$ cat config.mk
export PLATFORM = sky130hd
export DESIGN_NAME = dev_input_fifo
export DESIGN_NICKNAME = d
export VERILOG_FILES = /design/src/rtl/dev_input_fifo.sv
export SDC_FILE = /design/constraint.sdc
export NUM_CORES = 1
export LEC_CHECK = 0
export CAP_MARGIN = 10
export CORE_ASPECT_RATIO = 1.2
export CORE_MARGIN = 5
export CORE_UTILIZATION = 45
export CTS_BUF_LIST = sky130_fd_sc_hd__clkbuf_16
export DETAILED_ROUTE_END_ITERATION = 8
export HOLD_SLACK_MARGIN = 0.06
export PLACE_DENSITY = 0.66
export RECOVER_POWER = 50
export SYNTH_ARGS = -nofsm -noshare
export SYNTH_HDL_FRONTEND = slang
export SYNTH_SLANG_ARGS = --single-unit
$ cat constraint.sdc
create_clock -name clk -period 13.8 [get_ports clk]
set_input_delay 2.76 -clock clk [delete_from_list [all_inputs] [get_ports clk]]
set_output_delay 2.76 -clock clk [all_outputs]
set_load 0.05 [all_outputs]
$ cat src/rtl/dev_input_fifo.sv
// Buffered input device: producer valid/ready push into a circular FIFO, CPU reads/pops via device registers.
// Optional irq_en register and level interrupt are built when DEV_INPUT_FIFO_IRQ_EN is defined.
module dev_input_fifo #(
  parameter int DEPTH = 8,
  parameter int PTR_W = 3
) (
  input  logic        clk,
  input  logic        rst,
  output logic [31:0] dev_out,
  input  logic [31:0] dev_in,
  input  logic [7:0]  dev_addr,
  input  logic        we,
  input  logic        in_valid,
  input  logic [31:0] in_data,
  output logic        in_ready,
  output logic        irq
);

  localparam logic [PTR_W:0] FULL_COUNT = (PTR_W + 1)'(DEPTH);

  logic [31:0]      mem [DEPTH];
  logic [PTR_W-1:0] rd_ptr;
  logic [PTR_W-1:0] wr_ptr;
  logic [PTR_W:0]   count;
  logic             overflow;
  logic             empty;
  logic             full;
  logic             push;
  logic             pop;
  logic             ctrl_wr;
  logic             ctrl_bit0;

  assign empty    = (count == '0);
  assign full     = (count == FULL_COUNT);
  assign in_ready = ~full;
  assign push     = in_valid && !full;
  assign pop      = we && (dev_addr == 8'h08) && !empty;
  assign ctrl_wr  = we && (dev_addr == 8'h0C);

  // Storage has no reset; only the write is suppressed while rst is low.
  always_ff @(posedge clk) begin
    if (rst && push) mem[wr_ptr] <= in_data;
  end

  always_ff @(posedge clk) begin
    if (!rst) begin
      rd_ptr   <= '0;
      wr_ptr   <= '0;
      count    <= '0;
      overflow <= 1'b0;
    end else begin
      if (push) wr_ptr <= wr_ptr + 1'b1;
      if (pop)  rd_ptr <= rd_ptr + 1'b1;
      if (push && !pop)      count <= count + 1'b1;
      else if (pop && !push) count <= count - 1'b1;
      // A set in the same cycle as a clear takes priority.
      if (in_valid && full)         overflow <= 1'b1;
      else if (ctrl_wr && dev_in[1]) overflow <= 1'b0;
    end
  end

`ifdef DEV_INPUT_FIFO_IRQ_EN
  logic irq_en;

  always_ff @(posedge clk) begin
    if (!rst)         irq_en <= 1'b0;
    else if (ctrl_wr) irq_en <= dev_in[0];
  end

  assign irq       = irq_en && !empty;
  assign ctrl_bit0 = irq_en;

  logic unused_dev_in;
  assign unused_dev_in = ^dev_in[31:2];
`else
  assign irq       = 1'b0;
  assign ctrl_bit0 = 1'b0;

  logic unused_dev_in;
  assign unused_dev_in = ^{dev_in[31:2], dev_in[0]};
`endif

  always_comb begin
    dev_out = 32'hdead_beef;
    case (dev_addr)
      8'h00:   dev_out = empty ? '0 : mem[rd_ptr];
      8'h04:   dev_out = {16'h0, 8'(count), 5'h0, overflow, full, empty};
      8'h08:   dev_out = '0;
      8'h0C:   dev_out = {31'h0, ctrl_bit0};
      default: dev_out = 32'hdead_beef;
    endcase
  end

endmodule

# After elaboration in Yosys (flattened, before gate mapping)
# Memories as Yosys holds them, arrays and structs flattened. A register that Yosys moved wholly into a read port is not among the register bits.
# Cells that the tools add are included.
word_totals:
  reg_bits: 11
  ramBits: 256
  in_bits: 76
  output_inout_bits: 34
  wordCells: 42
  n_memories: 1
memory_table:
  columns: ["memory", "words", "word_bits", "rd", "rd_clocked_by_memory_dff", "write_ports", "line", "rtl"]
  rows:
  - ["mem", 8, 32, 1, 1, 1, "21", "logic [31:0] mem [DEPTH];"]
classes:
  n_addsub: 4
  eq_ne: 4
  n_mux: 10
  bitwise: 1
  n_reduce_logical: 18
op_table:
  columns: ["op", "count"]
  rows:
  - ["$pmux W32 S3", 1]
  - ["$mux W32", 1]
  - ["$eq A8 B4 Y1 const B", 2]
  - ["$logic_and A1 B1 Y1", 9]
  - ["$eq A8 B3 Y1 const B", 1]
  - ["$logic_not A8 Y1", 1]
  - ["$mux W4", 2]
  - ["$add A3 B1 Y3 const B", 2]
  - ["$mux W3", 2]
  - ["$add A4 B1 Y4 const B", 1]
  - ["$eq A4 B4 Y1 const B", 1]
  - ["$logic_not A1 Y1", 4]
  - ["$logic_not A4 Y1", 1]
  - ["$mux W1", 4]
  - ["$reduce_bool A2 Y1", 2]
  - ["$sub A4 B1 Y4 const B", 1]
  - ["$reduce_or A2 Y1", 1]
  - ["$not A1 Y1", 1]

# Depth between registers and ports, before layout
# Gate-level depths: netlist of the first run.
logic_depth:
  ltp_word: 7
  mapped_depth: 12
  mapped_depth_nobuf: 11

# Worst setup path after synthesis of the first run
# Ideal clock, no wire load.
synth_timing:
  path_kind: "input to output"
  from: "input port dev_addr[3]"
  to: "output port dev_out[8]"
  arrival_time_ns: 4.296
  required_time_ns: 11.040
  setup_slack_ns: 6.744
  cell_stages: 4
  n_path_buf: 1
  path_cell_list: "or3_1 or2_1 buf_2 o22ai_1"
synth_between:
  elab_chain_cells: 3
  word_cells_on_any_way: 6
  classes_between: "eq/ne (3); mux (1); reduce/logical (2)"
synth_lines:
  columns: ["item", "line", "rtl"]
  rows:
  - ["start, declared", "11", "input logic [7:0] dev_addr,"]
  - ["$eq A8 B4 Y1", "85", "case (dev_addr)"]
  - ["$reduce_or A2 Y1 (no line)", null, null]
  - ["$pmux W32 S3 *", "85", null]
  - ["end, declared", "9", "output logic [31:0] dev_out,"]
# Every way passes the cells marked *; elsewhere a longest branch is shown, timed or not.

# Final worst setup path of the first run
layout_timing:
  from: "input port dev_addr[7]"
  to: "output port dev_out[8]"
# The elaborated chain is that of the path after synthesis.

==> metrics.csv, run 1 <==
stage,metric,value,unit
status,status,"complete, but fails checks",
status,violations in the final reports,"max-capacitance violations, max-slew violations",
clock_tree,post-CTS setup buffer count,0,
synthesis,Netlist Area Pre-Place,10530,um^2
clock_tree,clk root buf,sky130_fd_sc_hd__clkbuf_16,
placed_design,placed cell count,875,
clock_tree,count of instances resized after the clock tree is built,0,
synthesis,Ys Warns,0,
setup_path,Worst Setup Start Kind,primary input,
synthesis,most used standard cell by instance count after synthesis,sky130_fd_sc_hd__edfxtp_1,
pwr,Lkg Pwr,3.900,nW
finish,Area Growth Syn to Fin,19.33,%
pwr,Power Dens Cells,139.5,nW/um^2
timing,final setup violation count,0,
finish,post-route core utilization,54.35,%
floorplanning,total die area,26580,um^2
timing,count of endpoints failing hold in the final timing report,0,
timing,worst-case clock skew,0.008014,ns
timing,shortest period the worst path allows,8.989,ns
clock_tree,clock tree from TritonCTS,done,
synthesis,synthesized instance count,493,
placed_design,half-perimeter wire length after detailed placement,12580,um
timing,aggregate negative setup slack,0,ns
synthesis,area share of the largest cell type after synthesis,72.99,%
synthesis,share of synthesized area occupied by flip-flops and latches,75.65,%
setup_path,arrival time worst endpoint,6.23,ns
routing,1st-iter DRT viols,419,
routing,number of design rule violations left after detail routing,0,
setup_path,type of the setup path with the least slack,in -> out,
clock_tree,clock buffer count from CTS,25,
finish,non-filler instance count after layout,922,
timing,post-layout worst setup margin,4.811,ns
timing,relative slew slack,-21.84,%
finish,share of cells above drive strength 1,20.50,%
clock_tree,deepest clock path buffer count,3,
floorplanning,area inside the core boundary,23130,um^2
synthesis,#FFs+latches synth,270,
routing,final routed wire length divided by cell count,23.53,um
finish,Final nets,669,
setup_path,worst path required time,11.04,ns
synthesis,number of distinct library cells after synthesis,41,
grt,overall track demand over capacity in global routing,16.72,%
floorplanning,total I/O pin count,110,
synthesis,number of enable-type register cells in the synthesized netlist,256,
grt,wire length of the first global-routing pass,33270,um
routing,Initial DRT Pass Iterations,4,
floorplanning,die height,177.6,um
synthesis,leading cell types by total area after synthesis,"sky130_fd_sc_hd__edfxtp_1 73%, sky130_fd_sc_hd__mux4_2 13%, sky130_fd_sc_hd__dfxtp_1 2.7%",
timing,max-slew violation total from the final report,30,
synthesis,ranking of synthesized cells by instance count,"256 x sky130_fd_sc_hd__edfxtp_1, 59 x sky130_fd_sc_hd__mux4_2, 18 x sky130_fd_sc_hd__a221o_1, 18 x sky130_fd_sc_hd__nand2_1",
synthesis,Avg Inst Size Synth,21.36,um^2
clock_tree,clock transition at the register clock pins on the worst setup and hold paths after CTS,0.06,ns
pwr,maximum VDD drop,87.94,uV
grt,number of antenna violations at the first check in global routing,3,
grt,global route overflow,0,
timing,transition time of the tightest slew-check pin,1.828,ns
synthesis,synthesized net count,575,
clock_tree,CTS H-tree lvls,1,
timing,final worst path period share,65.14,%
placed_design,PortBufs,77,
placed_design,minimum setup slack after placement,5.571,ns
setup_path,maximum fanout along the worst path,29,
synthesis,leading area contributor after synthesis,sky130_fd_sc_hd__edfxtp_1,
timing,highest clock rate,111.2,MHz
grt,number of global-route vias before repair,5549,
floorplanning,std cell rows,61,
clock_tree,total number of clock tree sinks,270,
grt,maximum number of pins on one net before global-route repair,65,
setup_path,endpoint class of the critical path,output pin,
routing,final antenna-violating net count,0,
synthesis,asr flop ratio synth,0,%
clock_tree,post-cts hold buffer count,0,
routing,Routed WL,21690,um
job,Max-Cap Viols,1,
clock_tree,"Clk Latency, worst-skew pair",0.51,ns
worst_hold_path,classification of the worst-slack hold path,reg -> reg,
floorplanning,width of the die,149.7,um
placed_design,placer's final routability congestion estimate,0.6999,
synthesis,dominant register cell in the synthesized netlist,sky130_fd_sc_hd__edfxtp_1,
timing,final hold slack,0.4715,ns
routing,via density per instance,5.591,
floorplanning,starting density of the core,45.54,%
timing,setup repair after global routing missed its margin,false,
routing,DR vias,5155,
## sequential cells by signal (all words and copies together) (netlist names), named ones only
name	cells
wr_ptr	3
rd_ptr	3
count	4
overflow	1
mem	256
## stage by stage
| stage | power, W | cell area [um^2] |
|---|---|---|
| 2_1_floorplan | 0.001019 | 10530 |
| 3_3_place_gp | 0.001065 | 11760 |
| 3_5_place_dp | 0.001073 | 11760 |
| 4_1_cts | 0.001771 | 12600 |
| 5_1_grt | 0.001811 | 12570 |
| 6_report | 0.001753 | 12570 |
## final timing paths
check	from	endpoint	slack (ns)	cells past startpoint
worst max register to register	count[1]	count[3]	10.79	10
worst min-delay path	rd_ptr[2]	flop	0.47	2
worst max-delay path	dev_addr[7]	dev_out[8]	4.81	7
worst min register to register	rd_ptr[2]	flop	0.47	2
## worst max-delay path, stage by stage
cell                              delay [ns]
sky130_fd_sc_hd__dlygate4sd3_1          0.53
sky130_fd_sc_hd__nor4_1                 0.28
sky130_fd_sc_hd__nand2_1                0.11
sky130_fd_sc_hd__clkbuf_1               0.70
sky130_fd_sc_hd__or2_1                  0.66
sky130_fd_sc_hd__o22ai_1                0.29
sky130_fd_sc_hd__clkdlybuf4s50_1        0.88
## power by group
part / switching [W] / internal [W]
Clock: 0.000279 / 0.000421
Sequential: 0.0000145 / 0.000923
Combinational: 0.0000696 / 0.0000448
Total: 0.000363 / 0.00139
## layout by cell type, fill, tap and decap left out, drive strengths merged, types with 2 or more instances in the layout
master         netlist  final
and2                 4      4
a21oi                6      6
a221o               18     18
nor2b                3      3
mux2i               16     16
clkinv               0      7
clkdlybuf4s50        0     43
nor3                 4      4
xnor2                4      4
nor2                12     12
nor4                 7      7
nand2               19     19
mux4                64     64
nand2b               4      4
ha                   5      5
o21ai                4      4
bufinv               0      5
diode                0      2
dfxtp               14     14
a22oi                4      4
buf                 21     16
edfxtp             256    256
dlygate4sd3          0     34
clkbuf               8     28
inv                  3     10
nand3                5      5
## final cells by class
| cell class | count | area (um^2) |
|---|---|---|
| Timing Repair Buffer | 96 | 902.1 |
| Clock buffer | 25 | 625.6 |
| Antenna cell | 2 | 5.005 |
| Clock inverter | 20 | 215.2 |
| Fill cell | 1752 | 10560 |
| Multi-Input combinational cell | 191 | 2442 |
| Sequential cell | 270 | 7973 |
| Tap cell | 315 | 394.1 |
| Inverter | 3 | 11.26 |
## routing by layer
metal | track usage, % | vias to the layer above | wire length (um)
li1 | - | 2263 | -
met4 | 4.958 | 2 | 500
met2 | 29.15 | 166 | 11410
met1 | 21.63 | 2686 | 8389
met3 | 2.861 | 38 | 1374
met5 | 0 | - | 13
## cells by family after synthesis
group	Yosys count	share of synthesized area, %
and+or+nand+nor	63	3.457
other	1	0.03560
muxes	80	15.38
adders and majority gates	6	0.7840
DFF	270	75.65
xor gates and xnor gates	4	0.3326
buffers and inverters	32	1.544
AOI/OAI and AO/OA	37	2.815
Note: power is estimated with default switching activity, not from simulation.
==> run 2: changes to the inputs <==
- clock period: 13.8 -> 8.6 ns (I/O delays scaled with it)
==> metrics.csv, run 2 (synthesis results as in run 1) <==
stage,metric,value,unit
placed_design,placer's final routability congestion estimate,0.7585,
timing,final hold slack,0.4784,ns
grt,number of antenna violations at the first check in global routing,4,
timing,aggregate negative setup slack,0,ns
grt,number of global-route vias before repair,5476,
finish,flip-flop count of the largest register after layout,256,
finish,post-route core utilization,54.38,%
routing,final antenna-violating net count,0,
floorplanning,die height,177.6,um
finish,biggest regs,"mem (256), count (4)",
clock_tree,post-CTS setup buffer count,0,
clock_tree,clock transition at the register clock pins on the worst setup and hold paths after CTS,0.06,ns
timing,transition time of the tightest slew-check pin,1.855,ns
job,Max-Cap Viols,1,
timing,final setup violation count,0,
timing,max-slew violation total from the final report,30,
grt,maximum number of pins on one net before global-route repair,65,
pwr,Power Dens Cells,222.4,nW/um^2
worst_hold_path,classification of the worst-slack hold path,reg -> reg,
clock_tree,deepest clock path buffer count,3,
routing,1st-iter DRT viols,316,
timing,setup repair after global routing missed its margin,false,
floorplanning,width of the die,149.7,um
setup_path,worst path required time,6.88,ns
timing,worst-case clock skew,0.01019,ns
grt,met2 track utilization from global routing,28.66,%
grt,overall track demand over capacity in global routing,16.47,%
finish,"most common cell after layout, fill and taps aside",sky130_fd_sc_hd__edfxtp_1,
floorplanning,total I/O pin count,110,
clock_tree,post-cts hold buffer count,0,
routing,via density per instance,5.562,
floorplanning,area inside the core boundary,23130,um^2
routing,DR vias,5134,
clock_tree,count of instances resized after the clock tree is built,0,
routing,number of design rule violations left after detail routing,0,
grt,routing usage on met3,2.886,%
setup_path,type of the setup path with the least slack,in -> out,
timing,relative slew slack,-23.69,%
grt,busiest layer in global routing,met2,
finish,Final nets,670,
setup_path,endpoint class of the critical path,output pin,
placed_design,PortBufs,77,
timing,count of endpoints failing hold in the final timing report,0,
setup_path,arrival time worst endpoint,5.23,ns
status,violations in the final reports,"max-capacitance violations, max-slew violations",
clock_tree,clock buffer count from CTS,26,
setup_path,maximum fanout along the worst path,29,
routing,Routed WL,21510,um
grt,global route overflow,0,
timing,shortest period the worst path allows,6.954,ns
clock_tree,total number of clock tree sinks,270,
grt,met1 Usage GRT,21.64,%
finish,"commonest non-fill, non-tap cells in the layout","256 x sky130_fd_sc_hd__edfxtp_1, 59 x sky130_fd_sc_hd__mux4_2, 43 x sky130_fd_sc_hd__clkdlybuf4s50_1",
finish,design area,12580,um^2
status,status,"complete, but fails checks",
clock_tree,CTS H-tree lvls,1,
floorplanning,total die area,26580,um^2
finish,largest register by flop count,mem,
grt,wire length of the first global-routing pass,33000,um
clock_tree,"Clk Latency, worst-skew pair",0.52,ns
routing,Initial DRT Pass Iterations,4,
timing,final worst path period share,80.86,%
finish,Area Growth Syn to Fin,19.40,%
floorplanning,starting density of the core,45.54,%
floorplanning,std cell rows,61,
pwr,maximum VDD drop,149.8,uV
routing,final routed wire length divided by cell count,23.31,um
placed_design,half-perimeter wire length after detailed placement,12450,um
pwr,Lkg Pwr,3.903,nW
placed_design,total cell area at the placement stage,11760,um^2
finish,share of cells above drive strength 1,20.76,%
clock_tree,clk root buf,sky130_fd_sc_hd__clkbuf_16,
setup_path,Worst Setup Start Kind,primary input,
clock_tree,clock tree from TritonCTS,done,
timing,highest clock rate,143.8,MHz
==> run 2: metrics by stage <==
stage	std cells	setup WS [ns]	power (W)
global route	923	1.516	0.002896
floorplan	493	2.947	0.001636
CTS	922	2.492	0.002834
finish	923	1.646	0.002797
global placement	875	2.455	0.001708
detailed placement	875	2.516	0.001721
==> run 2: worst paths after layout <==
| check | to | cells past startpoint | from | slack, ns |
|---|---|---|---|---|
| setup reg to reg | count[3] | 10 | count[0] | 5.65 |
| hold / removal | overflow | 2 | overflow | 0.48 |
| hold reg to reg | overflow | 2 | overflow | 0.48 |
| setup / recovery | dev_out[8] | 7 | dev_addr[7] | 1.65 |
==> run 2: critical path, stage by stage <==
cell,delay [ns]
sky130_fd_sc_hd__dlygate4sd3_1,0.52
sky130_fd_sc_hd__nor4_1,0.05
sky130_fd_sc_hd__nand2_1,0.08
sky130_fd_sc_hd__clkbuf_1,1.33
sky130_fd_sc_hd__or2_1,0.55
sky130_fd_sc_hd__o22ai_1,0.17
sky130_fd_sc_hd__clkdlybuf4s50_1,0.81
==> run 2: final cells by class <==
class	count	area, um^2
Antenna cell	1	2.502
Clock buffer	27	675.6
Clock inverter	20	170.2
Fill cell	1731	10550
Inverter	3	11.26
Multi-Input combinational cell	191	2447
Sequential cell	270	7973
Tap cell	315	394.1
Timing Repair Buffer	96	902.1
==> run 2: layer usage <==
layer / vias to the layer above / wire, um
met3: 33 / 1098
met1: 2724 / 8717
met5: - / 28
met4: 6 / 401
met2: 109 / 11270
li1: 2262 / -
==> run 2: power by group <==
group | switching (W) | internal, W | total (W)
clock | 0.000457 | 0.000656 | 0.00111
combinational | 0.000108 | 0.0000712 | 0.000179
sequential | 0.0000232 | 0.00148 | 0.00151
total | 0.000588 | 0.00221 | 0.00280
==> run 3: changes to the inputs <==
- PLACE_DENSITY: 0.66 -> 0.68
- clock period: 8.6 -> 5.8 ns (I/O delays scaled with it)
==> metrics.csv, run 3 (synthesis results as in run 1) <==
stage,metric,value,unit
timing,count of endpoints failing hold in the final timing report,0,
floorplanning,die height,177.6,um
timing,max-slew violation total from the final report,0,
routing,DR vias,5119,
timing,final setup violation count,0,
timing,aggregate negative setup slack,0,ns
finish,"most common cell after layout, fill and taps aside",sky130_fd_sc_hd__edfxtp_1,
finish,largest register by flop count,mem,
grt,wire length of the first global-routing pass,32340,um
finish,flip-flop count of the largest register after layout,256,
finish,Final nets,670,
routing,final routed wire length divided by cell count,23.07,um
timing,setup repair after global routing missed its margin,false,
clock_tree,clock transition at the register clock pins on the worst setup and hold paths after CTS,0.06,ns
floorplanning,total die area,26580,um^2
finish,post-route core utilization,54.42,%
setup_path,total buffers and inverters traversed by the critical path,2,
floorplanning,starting density of the core,45.54,%
floorplanning,area inside the core boundary,23130,um^2
setup_path,type of the setup path with the least slack,in -> out,
timing,highest clock rate,204.6,MHz
setup_path,endpoint class of the critical path,output pin,
finish,biggest regs,"mem (256), count (4)",
clock_tree,"Clk Latency, worst-skew pair",0.52,ns
finish,non-filler instance count after layout,923,
clock_tree,deepest clock path buffer count,3,
clock_tree,count of instances resized after the clock tree is built,0,
setup_path,Critical Path Max Stage Delay,0.83,ns
grt,overall track demand over capacity in global routing,16.19,%
finish,"commonest non-fill, non-tap cells in the layout","256 x sky130_fd_sc_hd__edfxtp_1, 59 x sky130_fd_sc_hd__mux4_2, 37 x sky130_fd_sc_hd__clkdlybuf4s50_1",
timing,shortest period the worst path allows,4.887,ns
setup_path,cells traversed along the worst timing path,"clkdlybuf4s50_1, or3_1, or2_1, nor2_1, clkdlybuf4s50_1",
grt,number of global-route vias before repair,5451,
setup_path,arrival time worst endpoint,3.73,ns
clock_tree,clock buffer count from CTS,25,
pwr,maximum VDD drop,238.2,uV
job,Max-Cap Viols,0,
placed_design,half-perimeter wire length after detailed placement,12340,um
grt,maximum number of pins on one net before global-route repair,52,
routing,Routed WL,21300,um
pwr,total power consumption of the routed design,0.004179,W
placed_design,PortBufs,77,
clock_tree,total number of clock tree sinks,270,
pwr,Lkg Pwr,3.915,nW
status,status,finished clean,
finish,design area,12580,um^2
finish,Area Growth Syn to Fin,19.48,%
clock_tree,post-cts hold buffer count,0,
clock_tree,post-CTS setup buffer count,0,
routing,Initial DRT Pass Iterations,5,
placed_design,placer's final routability congestion estimate,0.6852,
pwr,Power Dens Cells,332.1,nW/um^2
finish,share of cells above drive strength 1,22.24,%
clock_tree,CTS H-tree lvls,1,
grt,number of antenna violations at the first check in global routing,4,
routing,final antenna-violating net count,0,
floorplanning,width of the die,149.7,um
routing,1st-iter DRT viols,563,
setup_path,worst path required time,4.64,ns
clock_tree,clock tree from TritonCTS,done,
routing,via density per instance,5.546,
setup_path,most numerous cell on the critical path,sky130_fd_sc_hd__clkdlybuf4s50_1,
worst_hold_path,classification of the worst-slack hold path,reg -> reg,
setup_path,Worst Setup Start Kind,primary input,
timing,relative slew slack,31.07,%
setup_path,dominant delay contributor by cell family on the critical path,buffers and inverters,
floorplanning,std cell rows,61,
timing,worst-case clock skew,0.01330,ns
placed_design,total cell area at the placement stage,11770,um^2
setup_path,CP max stage cell,sky130_fd_sc_hd__clkdlybuf4s50_1,
routing,number of design rule violations left after detail routing,0,
floorplanning,total I/O pin count,110,
grt,global route overflow,0,
placed_design,placed cell count,876,
clock_tree,clk root buf,sky130_fd_sc_hd__clkbuf_16,
timing,transition time of the tightest slew-check pin,1.034,ns
timing,final worst path period share,84.26,%
setup_path,maximum fanout along the worst path,8,
run 3: cell types whose count changed in the layout (fill, tap and decap cells not counted), moves of 2 or more:
cell / previous run / this run
sky130_fd_sc_hd__inv_1: 10 / 5
sky130_fd_sc_hd__clkdlybuf4s50_1: 43 / 37
sky130_fd_sc_hd__clkbuf_16: 27 / 25
sky130_fd_sc_hd__bufinv_16: 3 / 5
sky130_fd_sc_hd__clkinv_2: 3 / 7
sky130_fd_sc_hd__buf_4: 16 / 22
run 3: report_power, final:
part | internal [W] | total, W | switching, W | leakage [nW]
clock | 0.00101 | 0.00168 | 0.000674 | 0.432
sequential | 0.00220 | 0.00223 | 0.0000340 | 2.43
combinational | 0.000105 | 0.000265 | 0.000160 | 1.06
run 3: stage by stage:
stage          hold slack, ns  setup slack (ns)
2_1_floorplan          0.4451            0.7072
3_3_place_gp           0.4585            0.8926
3_5_place_dp           0.4739            0.9152
4_1_cts                0.4829            0.8562
5_1_grt                0.4955            0.8353
6_report               0.4847            0.9130
run 3: final cells by class:
cell class | count | area (um^2)
fillers | 1751 | 10540
flip-flops and latches | 270 | 7973
multi-input cells | 191 | 2434
repair buffers | 97 | 913.4
clock buffers | 25 | 625.6
well taps | 315 | 394.1
clock inverters | 21 | 231.5
inverters | 3 | 11.26
diodes | 1 | 2.502
run 3: final timing paths:
| kind | startpoint | endpoint | slack, ns | depth (start not counted) |
|---|---|---|---|---|
| min reg2reg | overflow | overflow | 0.48 | 2 |
| max | dev_addr[2] | dev_out[17] | 0.91 | 5 |
| min | overflow | overflow | 0.48 | 2 |
| max reg2reg | count[0] | count[3] | 2.85 | 10 |
run 3: metal layers:
layer  track usage (%)  vias up  wire (um)
met5                 0        -         41
met1             20.83     2674       8403
met4             3.814        6        314
met3             2.937       34       1279
met2             28.74      143      11260
li1                  -     2262          -
run 3: worst register-to-register path, cell delays in order, from the launching register on:
cell	delay [ns]
sky130_fd_sc_hd__dfxtp_1	0.50
sky130_fd_sc_hd__nor4_4	0.13
sky130_fd_sc_hd__nor4_1	0.79
sky130_fd_sc_hd__inv_1	0.11
sky130_fd_sc_hd__ha_1	0.23
sky130_fd_sc_hd__inv_1	0.14
sky130_fd_sc_hd__ha_1	0.29
sky130_fd_sc_hd__a21oi_1	0.19
sky130_fd_sc_hd__a211oi_1	0.10
sky130_fd_sc_hd__a31oi_1	0.20
sky130_fd_sc_hd__mux2i_1	0.20
